$ cat src/rtl/imem_uart_loader.sv
// imem_uart_loader
//
// Loads a program image from a UART byte stream into instruction memory.
// Frame: LEN_LO, LEN_HI, LEN words of 4 bytes (LSB first), CHK, where CHK is
// the XOR of every byte from LEN_LO through the last data byte. The CPU is
// held in reset while a frame is in progress or after an aborted frame.
//
// Ports:
//   clk          in   system clock
//   rstn         in   asynchronous active-low reset
//   load_en      in   load-mode level; a rising edge starts a frame
//   rx_valid     in   one-cycle strobe qualifying rx_data
//   rx_data      in   received byte
//   imem_we      out  one-cycle instruction-memory write strobe
//   imem_addr    out  word write address
//   imem_wdata   out  assembled instruction word
//   cpu_hold     out  holds the CPU in reset while 1
//   done         out  sticky: frame loaded with matching checksum
//   error        out  sticky: frame aborted (length, checksum, timeout, load_en drop)
//   words_loaded out  words written in the current or last frame
//   dbg_state    out  current FSM state, for observation only
//
// Handshake: rx_valid has no back-pressure. A byte is consumed on the rising
// clk edge where rx_valid is 1; rx_valid may be high on consecutive cycles.
// imem_we is a single-cycle strobe with imem_addr/imem_wdata valid alongside.

module imem_uart_loader #(
    parameter int ADDR_WIDTH     = 14,
    parameter int BASE_ADDR      = 0,
    parameter int TIMEOUT_CYCLES = 10_000_000
) (
    input  logic                  clk,
    input  logic                  rstn,
    input  logic                  load_en,
    input  logic                  rx_valid,
    input  logic [7:0]            rx_data,
    output logic                  imem_we,
    output logic [ADDR_WIDTH-1:0] imem_addr,
    output logic [31:0]           imem_wdata,
    output logic                  cpu_hold,
    output logic                  done,
    output logic                  error,
    output logic [15:0]           words_loaded,
    output logic [2:0]            dbg_state
);

    typedef enum logic [2:0] {
        S_IDLE   = 3'd0,
        S_LEN_LO = 3'd1,
        S_LEN_HI = 3'd2,
        S_DATA   = 3'd3,
        S_CHECK  = 3'd4,
        S_DONE   = 3'd5,
        S_ERROR  = 3'd6
    } state_t;

    // Largest legal LEN is the full memory depth; 33 bits covers ADDR_WIDTH up to 32.
    localparam logic [32:0] DEPTH    = 33'(1) << ADDR_WIDTH;
    localparam logic [31:0] TMO_LAST = 32'(TIMEOUT_CYCLES - 1);

    state_t                state_q, state_d;
    logic                  load_en_q;
    logic [15:0]           len_q, len_d;
    logic [23:0]           wbuf_q, wbuf_d;     // first three bytes of the current word
    logic [1:0]            idx_q, idx_d;
    logic [7:0]            chk_q, chk_d;
    logic [15:0]           wl_q, wl_d;
    logic [31:0]           tmo_q, tmo_d;
    logic                  we_q, we_d;
    logic [ADDR_WIDTH-1:0] addr_q, addr_d;
    logic [31:0]           wdata_q, wdata_d;
    logic                  hold_q, hold_d;
    logic                  done_q, done_d;
    logic                  err_q, err_d;

    logic                  start;
    logic                  fail;
    logic [15:0]           new_len;
    logic [15:0]           wl_inc;

    assign start   = load_en & ~load_en_q;
    assign new_len = {rx_data, len_q[7:0]};
    assign wl_inc  = wl_q + 16'd1;

    always_comb begin
        state_d = state_q;
        len_d   = len_q;
        wbuf_d  = wbuf_q;
        idx_d   = idx_q;
        chk_d   = chk_q;
        wl_d    = wl_q;
        tmo_d   = tmo_q;
        we_d    = 1'b0;
        addr_d  = addr_q;
        wdata_d = wdata_q;
        hold_d  = hold_q;
        done_d  = done_q;
        err_d   = err_q;
        fail    = 1'b0;

        case (state_q)
            S_IDLE, S_DONE, S_ERROR: begin
                // rx_valid is ignored here; only a fresh load_en edge restarts.
                if (start) begin
                    state_d = S_LEN_LO;
                    hold_d  = 1'b1;
                    done_d  = 1'b0;
                    err_d   = 1'b0;
                    wl_d    = '0;
                    chk_d   = '0;
                    idx_d   = '0;
                    tmo_d   = '0;
                    len_d   = '0;
                    wbuf_d  = '0;
                end
            end

            S_LEN_LO, S_LEN_HI, S_DATA, S_CHECK: begin
                if (!load_en) begin
                    fail = 1'b1;
                end else if (rx_valid) begin
                    tmo_d = '0;
                    chk_d = chk_q ^ rx_data;
                    case (state_q)
                        S_LEN_LO: begin
                            len_d[7:0] = rx_data;
                            state_d    = S_LEN_HI;
                        end
                        S_LEN_HI: begin
                            len_d = new_len;
                            if ({17'd0, new_len} > DEPTH) begin
                                fail = 1'b1;
                            end else if (new_len == 16'd0) begin
                                state_d = S_CHECK;
                            end else begin
                                state_d = S_DATA;
                            end
                        end
                        S_DATA: begin
                            case (idx_q)
                                2'd0: wbuf_d[7:0]   = rx_data;
                                2'd1: wbuf_d[15:8]  = rx_data;
                                2'd2: wbuf_d[23:16] = rx_data;
                                default: begin
                                    // Fourth byte completes the word; address uses the
                                    // pre-increment count.
                                    we_d    = 1'b1;
                                    addr_d  = ADDR_WIDTH'(32'(BASE_ADDR) + 32'(wl_q));
                                    wdata_d = {rx_data, wbuf_q};
                                    wl_d    = wl_inc;
                                    if (wl_inc == len_q) begin
                                        state_d = S_CHECK;
                                    end
                                end
                            endcase
                            idx_d = idx_q + 2'd1;
                        end
                        default: begin
                            // S_CHECK: the received byte is CHK, not part of the sum.
                            chk_d = chk_q;
                            if (rx_data == chk_q) begin
                                state_d = S_DONE;
                                done_d  = 1'b1;
                                hold_d  = 1'b0;
                            end else begin
                                fail = 1'b1;
                            end
                        end
                    endcase
                end else if (tmo_q == TMO_LAST) begin
                    fail = 1'b1;
                end else begin
                    tmo_d = tmo_q + 32'd1;
                end
            end

            default: begin
                state_d = S_IDLE;
            end
        endcase

        // cpu_hold is left at 1 on failure so the CPU never runs a partial image.
        if (fail) begin
            state_d = S_ERROR;
            err_d   = 1'b1;
        end
    end

    always_ff @(posedge clk or negedge rstn) begin
        if (!rstn) begin
            state_q   <= S_IDLE;
            load_en_q <= 1'b0;
            len_q     <= '0;
            wbuf_q    <= '0;
            idx_q     <= '0;
            chk_q     <= '0;
            wl_q      <= '0;
            tmo_q     <= '0;
            we_q      <= 1'b0;
            addr_q    <= '0;
            wdata_q   <= '0;
            hold_q    <= 1'b0;
            done_q    <= 1'b0;
            err_q     <= 1'b0;
        end else begin
            state_q   <= state_d;
            load_en_q <= load_en;
            len_q     <= len_d;
            wbuf_q    <= wbuf_d;
            idx_q     <= idx_d;
            chk_q     <= chk_d;
            wl_q      <= wl_d;
            tmo_q     <= tmo_d;
            we_q      <= we_d;
            addr_q    <= addr_d;
            wdata_q   <= wdata_d;
            hold_q    <= hold_d;
            done_q    <= done_d;
            err_q     <= err_d;
        end
    end

    assign imem_we      = we_q;
    assign imem_addr    = addr_q;
    assign imem_wdata   = wdata_q;
    assign cpu_hold     = hold_q;
    assign done         = done_q;
    assign error        = err_q;
    assign words_loaded = wl_q;
    assign dbg_state    = state_q;

endmodule

$ cat config.mk
export PLATFORM = sky130hd
export DESIGN_NAME = imem_uart_loader
export DESIGN_NICKNAME = d
export VERILOG_FILES = /design/src/rtl/imem_uart_loader.sv
export SDC_FILE = /design/constraint.sdc
export NUM_CORES = 1
export LEC_CHECK = 0
export CAP_MARGIN = 40
export CORE_MARGIN = 1.5
export CORE_UTILIZATION = 31
export DETAILED_ROUTE_END_ITERATION = 12
export GPL_TIMING_DRIVEN = 0
export PLACE_DENSITY_LB_ADDON = 0.08
export SYNTH_ARGS = -nofsm -noshare
export SYNTH_HDL_FRONTEND = slang
export SYNTH_SLANG_ARGS = --single-unit
$ cat constraint.sdc
create_clock -name clk -period 2.3 [get_ports clk]
set_clock_uncertainty 0.05 [all_clocks]
set_input_delay 0.46 -clock clk [delete_from_list [all_inputs] [get_ports clk]]
set_output_delay 0.46 -clock clk [all_outputs]
set_load 0.02 [all_outputs]
==> summary.txt <==
Logic synthesis
  – Top FF cell, synth: dfrtp_1
  – Sequential cell area fraction in the yosys report: 49.5%
  – Synth Cell Area: 0.00769 mm²
  – Flops & latches, synth: 152
  – Synth top area cells: dfrtp_1 (49%), nand2_1 (8.1%), mux2_1 (3.5%)
  – Synth top area share: 49.5%
  – Syn_area_per_cell: ~9.4 µm²
  – Yosys cell types: 59
  – Largest area contributor in the netlist: dfrtp_1
  – Post-Syn Nets: about 830
  – Mapped Cells: 815
  – Number of synthesized flops with an enable pin: 0
  – Asr flop ratio synth: 100%
  – Synth warn: 0

Route
  – Total wire length: 22,500 µm
  – Detailed-router iteration count before antenna repair: 5
  – Via count: 6,447
  – Post-route antenna net violation count: 0
  – Initial DRC Count: 261
  – # DRC: 0
  – Routed WL per cell: 17.2 µm
  – Routed vias/inst: 4.93

Floorplanning
  – IO Count: around 80
  – Core Rows: 57
  – Core Region: 0.0243 mm²
  – Die width: 160 µm
  – Initial Util: 31.6%
  – DIE HEIGHT: 160 µm
  – DIE AREA: 0.0257 mm²

Timing
  – Tcrit/Tclk final: 102%
  – Unrepaired setup endpoints after global routing: true
  – Max Fclk: roughly 0.43 GHz
  – Hold WS: roughly 0.32 ns
  – Slew @ Worst Pin: 0.604 ns
  – Slew Viols, Final: 0
  – Setup-failing EPs final: 30
  – Final hold vios: 0
  – Final WS setup: -0.0496 ns
  – Final period demand of the worst path: 2.35 ns
  – Slew HR: 59.7%

Place
  – Pre-CTS setup slack: -1.04 ns
  – Cells after DPL: 1,219
  – I/O Buffers: 79
  – Placed wire-length estimate: 14,800 µm
  – RePlAce Congestion: 0.783

GRT
  – Most used routing layer: met2
  – Total GRT Usage: 17.6%
  – Vias in the first global route: 6,422
  – Largest net degree at the start of global routing: 86
  – First-pass GRT wire length: 35,900 µm
  – Initial antenna violation count: 0
  – Global route overflow: 0
  – Met2 GRT Util: 27.5%
  – Routing usage on met3: 3.18%
  – M1 GR Usage: 25.5%

Critical path
  – Critical R2R Launch: dbg_state[1]
  – Cell mode on critical path: buf_6
  – Worst-path fanout max: 8
  – Peak per-stage delay on the critical path: just over 0.4 ns
  – Critical Path Start Type: flop
  – Worst r2r dst: wbuf_q[7]
  – Kind of critical path: flop to flop
  – Crit. End Element: flop
  – R2r worst-path depth: 9
  – Worst path required time: between 2 and 3 ns
  – Arr. time, crit path: approximately 2.6 ns
  – Slowest CP cell: dfrtp_2
  – Flop2flop setup slack: -0.05 ns
  – CP endpoint: wbuf_q[7]
  – Critical path origin: dbg_state[1]
  – Critical-path cell list: buf_6 -> nor2_4 -> nor3_2 -> a21o_1 -> nor4b_4 -> and2_4 -> o21a_1 -> buf_6 -> mux2_4

Pwr
  – Lkg Pwr: 4.77 nW
  – Total power: 12.0 mW
  – VDD IR max: 532 µV
  – Total power divided by cell area: 1110 mW/mm²

Min path
  – HP Class: input port to flop

Clock network
  – Clock latency on the worst-skew pair: 0.44 ns
  – Clk root buf: clkbuf_16
  – Cts bufs inserted: 17
  – CTS clk-pin slew, worst paths: 0.07 ns
  – H-Tree Depth: 4
  – CTS Sinks: 152
  – Clock tree buffer depth: 2
  – TritonCTS clock tree: done

Status
  – Failing checks: negative setup slack
  – Outcome: finished, violations left

Layout
  – Nets: 990
  – Antenna fix cells: 0
  – Fin cells: 1,309
  – Layout cell share with drive strength beyond 1: between 20% and 30%
  – Area grow syn2layout: 40.4%

Run
  – Max cap viols: 0
[layer usage]
layer / routed length, µm / share of wire [%]
met1: 11200 / 50
met2: 10600 / 47
met5: 0 / 0
met4: 139 / 0.62
met3: 584 / 2.6
[where the power goes]
group          leakage (nW)  internal (mW)  switching [mW]
clock                 0.276           1.45            1.32
sequential             2.04           3.16           0.384
combinational          2.46           2.72            2.96
total                  4.77           7.34            4.66
[flip-flops by register name, summed over array words and instances, names as in the netlist]
name	flops
chk_q	8
cpu_hold	1
dbg_state	3
done	1
error	1
idx_q	2
imem_addr	14
imem_wdata	32
imem_we	1
len_q	16
load_en_q	1
tmo_q	32
wbuf_q	24
words_loaded	16
[worst max-delay path: cells and delay by family, from the launching register on]
kind | cells | cell delay (ns)
AND/OR/NAND/NOR | 4 | 0.82
flip-flops | 1 | 0.41
AO/OA/AOI/OAI | 2 | 0.34
buffers and inverters | 2 | 0.31
multiplexers | 1 | 0.31
[placed cells by master (no fill, tap or decap), types with 5 or more instances in the layout]
master and count:
nand2_1 161, dfrtp_1 139, clkdlybuf4s50_1 71, nor2_1 51
buf_4 50, o21ai_0 28, nand4_1 27, buf_6 24
xor2_1 24, mux2_4 24, xnor2_1 23, nand3_1 21
clkbuf_16 19, mux2_2 17, inv_1 15, a21oi_1 15
clkbuf_2 14, a31oi_1 14, and2_1 13, dfrtp_2 13
and3_1 12, nand3_2 10, nor2b_1 10, nand2b_1 9
o21ai_1 7, nor3_1 7, dlygate4sd2_1 7, clkbuf_4 5
buf_2 5, or3_1 5, o21ai_2 5, o21a_1 5
o22ai_1 5, inv_8 5
[area by class of cell]
type                    instances  area [µm²]
clock inverters                14         154
inverters                      15        56.3
clock buffers                  18         429
fillers                      2377       13500
flip-flops and latches        152        3820
repair buffers                141        1340
plain buffers                  46         365
multi-input cells             599        4220
well taps                     324         405
[worst min-delay path by stage]
stage | slack, ns | cells after the start | end | from
2_1_floorplan | 0.11 | 0 | chk_q[0] | rstn
3_3_place_gp | 0.40 | 2 | imem_wdata[13] | wbuf_q[13]
3_5_place_dp | 0.40 | 2 | imem_wdata[5] | wbuf_q[5]
4_1_cts | 0.31 | 1 | load_en_q | load_en
5_1_grt | 0.31 | 1 | load_en_q | load_en
6_report | 0.32 | 1 | load_en_q | load_en
[synth_stat cells (all sizes together), types with 2 or more instances]
library cell  number
mux2i              3
dfrtp            152
xor2              25
nand2b            11
nand2            166
nand4             28
clkbuf            22
o31ai              5
nor3b              3
ha                 6
and4               7
xnor2             25
a31oi             14
nor2              56
a21o               3
a31o               2
nor4b              6
or3                7
a211oi             3
and2              14
o22ai              6
nor4              10
inv               15
a21boi             3
nor3              10
nor2b             11
buf               27
a22o               2
a41oi              5
or2                4
nor4bb             2
a21oi             18
and3              14
o21a               5
mux2              41
o21ai             40
nand3             33
[cells by family after synthesis]
group           after synthesis  synth area share [%]
simple gates                384                  24.3
flops                       152                  49.5
compound gates              115                  9.36
buf+inv                      64                  3.81
xor+xnor                     50                  5.70
mux                          44                  6.40
fa+ha+maj                     6                 0.977
[what timing repair did]
| action | CTS | global route |
|---|---|---|
| pin swaps | 20 | 57 |
| hold buffers | 1 | 0 |
| cloned | 0 | 3 |
| resized for setup | 105 | 120 |
| buffers inserted | 31 | 26 |
| hold endpoints to repair | 67 | 0 |
| setup endpoints to repair | 147 | 124 |
[metrics by stage]
step           setup TNS, ns  instance area [µm²]  utilization (%)
6_report               -1.01                10800             44.4
3_5_place_dp         -119.05                 8960             36.8
3_3_place_gp        -1032.32                 8930             36.7
4_1_cts                -2.01                10100             41.7
5_1_grt                -7.56                10800             44.4
2_1_floorplan          -1.43                 7730                -
No activity file was read; power rests on OpenSTA's default activity.
